File: src/rtl/icache_axi_pkg.sv
// Shared types and AXI constants for the instruction-cache AXI read stage.
package icache_axi_pkg;

   typedef enum logic [1:0] {
      ST_IDLE = 2'd0,
      ST_AR   = 2'd1,
      ST_R    = 2'd2,
      ST_RESP = 2'd3
   } state_t;

   localparam logic [1:0] AXI_BURST_INCR = 2'b01;
   localparam logic [2:0] AXI_SIZE_4B    = 3'b010;
   localparam logic [1:0] AXI_RESP_OKAY  = 2'b00;

   // Top address bits selecting the kseg0/kseg1 unmapped windows.
   localparam logic [1:0] KSEG01_SEL     = 2'b10;

endpackage

File: src/rtl/icache_addr_map.sv
// Miss-address to bus-address map; ICACHE_KSEG_MAP_EN folds kseg0/kseg1 onto
// physical low memory, otherwise the address passes through unchanged.
module icache_addr_map
   import icache_axi_pkg::*;
#(
   parameter int unsigned A_WIDTH = 32
) (
   input  logic [A_WIDTH-1:0] a,
   output logic [A_WIDTH-1:0] mapped
);

`ifdef ICACHE_KSEG_MAP_EN
   // kseg0/kseg1 share the same physical window: clear the segment bits.
   always_comb begin
      mapped = a;
      if (a[31:30] == KSEG01_SEL) begin
         mapped[31:29] = 3'b000;
      end
   end
`else
   assign mapped = a;
`endif

endmodule

File: src/rtl/icache_axi_rd.sv
// Single-beat AXI4 read engine serving instruction-cache misses.
// Optional address map enabled by ICACHE_KSEG_MAP_EN (see icache_addr_map).
module icache_axi_rd
   import icache_axi_pkg::*;
#(
   parameter int unsigned A_WIDTH  = 32,
   parameter int unsigned ID_WIDTH = 4,
   parameter int unsigned AXI_ID   = 0
) (
   input  logic                clk,
   input  logic                rst,
   input  logic [A_WIDTH-1:0]  m_a,
   input  logic                m_strobe,
   output logic [31:0]         m_dout,
   output logic                m_ready,
   output logic [ID_WIDTH-1:0] arid,
   output logic [A_WIDTH-1:0]  araddr,
   output logic [7:0]          arlen,
   output logic [2:0]          arsize,
   output logic [1:0]          arburst,
   output logic                arvalid,
   input  logic                arready,
   input  logic [31:0]         rdata,
   input  logic [1:0]          rresp,
   input  logic                rlast,
   input  logic                rvalid,
   output logic                rready,
   output logic                rd_err
);

   state_t             state;
   logic [A_WIDTH-1:0] mapped_a;

   icache_addr_map #(.A_WIDTH(A_WIDTH)) u_addr_map (
      .a      (m_a),
      .mapped (mapped_a)
   );

   assign arid    = ID_WIDTH'(AXI_ID);
   assign arlen   = 8'd0;
   assign arsize  = AXI_SIZE_4B;
   assign arburst = AXI_BURST_INCR;

   // Request FSM with registered AXI handshake and cache-side outputs.
   always_ff @(posedge clk) begin
      if (rst) begin
         state   <= ST_IDLE;
         arvalid <= 1'b0;
         rready  <= 1'b0;
         m_ready <= 1'b0;
         m_dout  <= 32'd0;
         araddr  <= '0;
         rd_err  <= 1'b0;
      end else begin
         m_ready <= 1'b0;
         case (state)
            ST_IDLE: begin
               if (m_strobe) begin
                  araddr  <= mapped_a;
                  arvalid <= 1'b1;
                  state   <= ST_AR;
               end
            end
            ST_AR: begin
               if (arready) begin
                  arvalid <= 1'b0;
                  rready  <= 1'b1;
                  state   <= ST_R;
               end
            end
            ST_R: begin
               if (rvalid && rready) begin
                  m_dout  <= rdata;
                  rready  <= 1'b0;
                  m_ready <= 1'b1;
                  state   <= ST_RESP;
                  // A bad response still returns data; the flag is sticky.
                  if (rresp != AXI_RESP_OKAY || !rlast) begin
                     rd_err <= 1'b1;
                  end
               end
            end
            ST_RESP: begin
               state <= ST_IDLE;
            end
            default: begin
               state <= ST_IDLE;
            end
         endcase
      end
   end

endmodule

File: config.mk
export PLATFORM = sky130hd
export DESIGN_NAME = icache_axi_rd
export DESIGN_NICKNAME = d
export VERILOG_FILES = /design/src/rtl/icache_axi_pkg.sv /design/src/rtl/icache_addr_map.sv /design/src/rtl/icache_axi_rd.sv
export SDC_FILE = /design/constraint.sdc
export NUM_CORES = 1
export LEC_CHECK = 0
export CAP_MARGIN = 20
export CELL_PAD_IN_SITES_DETAIL_PLACEMENT = 2
export CELL_PAD_IN_SITES_GLOBAL_PLACEMENT = 2
export CORE_AREA = 2 2 146 105
export DETAILED_ROUTE_END_ITERATION = 6
export DIE_AREA = 0 0 148 107
export GPL_TIMING_DRIVEN = 0
export MAX_ROUTING_LAYER = met4
export PLACE_DENSITY_LB_ADDON = 0.1
export SYNTH_ARGS = -nofsm -noshare
export SYNTH_HDL_FRONTEND = slang
export SYNTH_SLANG_ARGS = --single-unit
File: constraint.sdc
create_clock -name clk -period 1.8 [get_ports clk]
set_clock_uncertainty 0.05 [all_clocks]
set_input_delay 0.36 -clock clk [delete_from_list [all_inputs] [get_ports clk]]
set_output_delay 0.36 -clock clk [all_outputs]
set_load 0.02 [all_outputs]
==> summary.md <==
| Metric | Value |
|---|---|
| Status | `complete, no violations` |
| RePlAce Congestion | `between 0.6 and 0.7` |
| IR drop worst, VDD | `0.396 mV` |
| Reg area | `between 1000 and 1500 sq um` |
| Final hold violation count | `0` |
| Die H | `about 110 um` |
| Antenna fix cells | `0` |
| Setup CP Type | `flip-flop to output port` |
| Initial Util | `0.186` |
| Layout cells sized above 1 | `0.103` |
| Layout Nets | `approximately 580` |
| Clock Tree Buf Depth | `2` |
| Min Clock Period, post-route | `1740 ps` |
| Clock Sinks | `70` |
| WP data arrival | `between 1000 and 1500 ps` |
| Seq/Total Area, Yosys | `0.522` |
| Number of routed nets with antenna violations | `0` |
| Async SR Flop Fraction | `0` |
| Mean number of vias per cell | `between 3 and 4` |
| Synth Flop Type | `dfxtp_1` |
| First-pass GRT wire length | `15900 um` |
| Critical-path cell list | `clkdlybuf4s50_1` |
| Synth top area cells | `dfxtp_1, nand2_1, a21oi_1, buf_4, ha_1` |
| RSZ-0062 raised after global routing | `no` |
| Tcrit/Tclk final | `0.966` |
| Inserted Clock Buffers | `9` |
| Kind of launch point of the worst setup path | `flip-flop` |
| Clk_lat worst skew | `roughly 330 ps` |
| Mapped Area | `2680 sq um` |
| Core ar. | `between 10000 and 15000 sq um` |
| H-tree levels | `3` |
| Power per cell area | `~1100 nW/um^2` |
| Ports | `approximately 160` |
| CP top delay family | `buffers and inverters` |
| Syn-to-layout area delta | `75.9%` |
| Crit path buffers/inverters | `1` |
| Critical Path Fanout Max | `3` |
| Residual DRC | `0` |
| Chip Width | `between 100 and 150 um` |
| Largest net degree at the start of global routing | `13` |
| Synthesized area per cell | `approximately 8 sq um` |
| Gr ovfl total | `0` |
| GRT Util Overall | `0.133` |
| CTS tree | `yes` |
| Area occupied by multi-input gates | `about 1100 sq um` |
| Distinct cells, synth | `27` |
| Hold Crit Class | `flip-flop to flip-flop` |
| Worst reg-to-reg setup slack | `230 ps` |
| Clk root buf | `clkbuf_16` |
| Iter 0 DRT Violations | `30` |
| Leakage | `roughly 1.8 nW` |
| Filler cells | `1680` |
| Crit path max-delay cell type | `clkdlybuf4s50_1` |
| Critical path's largest stage delay | `between 600 and 700 ps` |
| Final instance area | `roughly 4700 sq um` |
| Cell taking the most area after synthesis | `dfxtp_1` |
| Worst slew margin | `0.661` |
| Commonest cells after routing, fill and taps aside | `clkdlybuf4s50_1, nand2_1, dfxtp_1` |
| Synth Instances | `about 340` |
| WP data required | `~1400 ps` |
| Vias in the first global route | `roughly 3000` |
| WL final | `just over 10000 um` |
| Site Rows | `37` |
| DP HPWL | `7720 um` |
| Initial antenna violation count | `0` |
| Vias | `roughly 2800` |
| Post-synth EDFFs | `0` |
| Tot Pwr | `approximately 5.4 mW` |
| Pre-Repair DR Iteration Count | `3` |
| Final Setup Violations | `0` |
| Die area | `~16000 sq um` |
| Syn. warnings | `0` |
| Max capacitance violation total | `0` |
| Synth top area share | `0.522` |
| Hold Buf Count CTS | `0` |
| Clock-pin slew on the worst setup and hold paths | `60 ps` |
| Synth Register Bits | `70` |
| Worst slew pin tran | `approximately 500 ps` |
| Buffers on Ports | `approximately 140` |
| Fmax | `0.575 GHz` |
| Commonest non-fill, non-tap cell in the layout | `clkdlybuf4s50_1` |
| Critical path endpoint category | `output port` |
| DP Area | `4360 sq um` |
| Slew Viols, Final | `0` |
| Wire per inst | `about 14 um` |
==> cells by family after synthesis <==
group,Yosys count,synth area share
other,2,0.00280
muxes,1,0.00373
adders and majority gates,5,0.0233
and+or+nand+nor,142,0.211
AOI/OAI and AO/OA,73,0.139
DFF,70,0.522
buffers and inverters,43,0.0970
==> power by group <==
part	total, mW	leakage [nW]	switching, mW	internal (mW)
logic	1.39	1.02	0.742	0.651
clock network	2.11	0.166	0.718	1.40
registers	1.85	0.569	0.111	1.74
total	5.36	1.76	1.57	3.79
==> layout make-up <==
class | count | area share
well taps | 195 | 0.0517
repair buffers | 138 | 0.292
inverters | 4 | 0.00318
plain buffers | 39 | 0.0533
multi-input cells | 238 | 0.228
flip-flops and latches | 70 | 0.297
clock buffers | 11 | 0.0514
clock inverters | 5 | 0.0225
==> repair_timing <==
| action | CTS | global route |
|---|---|---|
| resized for setup | 1 | 7 |
| pin swaps | 0 | 0 |
| endpoints found under the setup margin | 1 | 48 |
| hold endpoints to repair | 0 | 0 |
| setup buffers | 0 | 0 |
==> metal layers <==
metal | global-route usage | share of wire | routed length (um)
met1 | 0.153 | 0.44 | 4500
met2 | 0.226 | 0.49 | 4990
met3 | 0.0387 | 0.053 | 542
met4 | 0.0429 | 0.010 | 106
met5 | - | 0 | 0
==> cells in the mapped netlist, types with 2 or more instances <==
| library cell | count |
|---|---|
| a21oi_1 | 68 |
| buf_1 | 3 |
| buf_2 | 7 |
| buf_4 | 18 |
| buf_6 | 3 |
| clkbuf_1 | 8 |
| conb_1 | 2 |
| dfxtp_1 | 70 |
| ha_1 | 5 |
| inv_1 | 4 |
| nand2_1 | 129 |
| nand2b_1 | 2 |
| nor2b_1 | 2 |
| o21ai_0 | 2 |
==> per-stage QoR <==
step | hold WS (ps) | setup WS [ps] | TNS [ps] | instances | utilization
after floorplan | 434 | 386 | 0 | 351 | -
after global placement | 392 | -113 | -1840 | 684 | 0.302
after detailed placement | 399 | -144 | -2610 | 684 | 0.302
after CTS | 408 | 33.2 | 0 | 700 | 0.326
after global routing | 430 | 15.0 | 0 | 700 | 0.327
final | 403 | 61.7 | 0 | 700 | 0.327
==> path summary, 6_finish.rpt <==
kind	from	to	cells after the start
worst max-delay path	arvalid	arvalid	1
worst max register to register	state[1]	state[0]	5
worst min register to register	m_dout[20]	m_dout[20]	2
worst min-delay path	m_dout[20]	m_dout[20]	2
==> sequential cells by signal (all words and copies together) (netlist names) <==
| name | count |
|---|---|
| rready | 1 |
| state | 2 |
| arvalid | 1 |
| m_dout | 32 |
| rd_err | 1 |
| m_ready | 1 |
| araddr | 32 |
No activity file was read; power rests on OpenSTA's default activity.
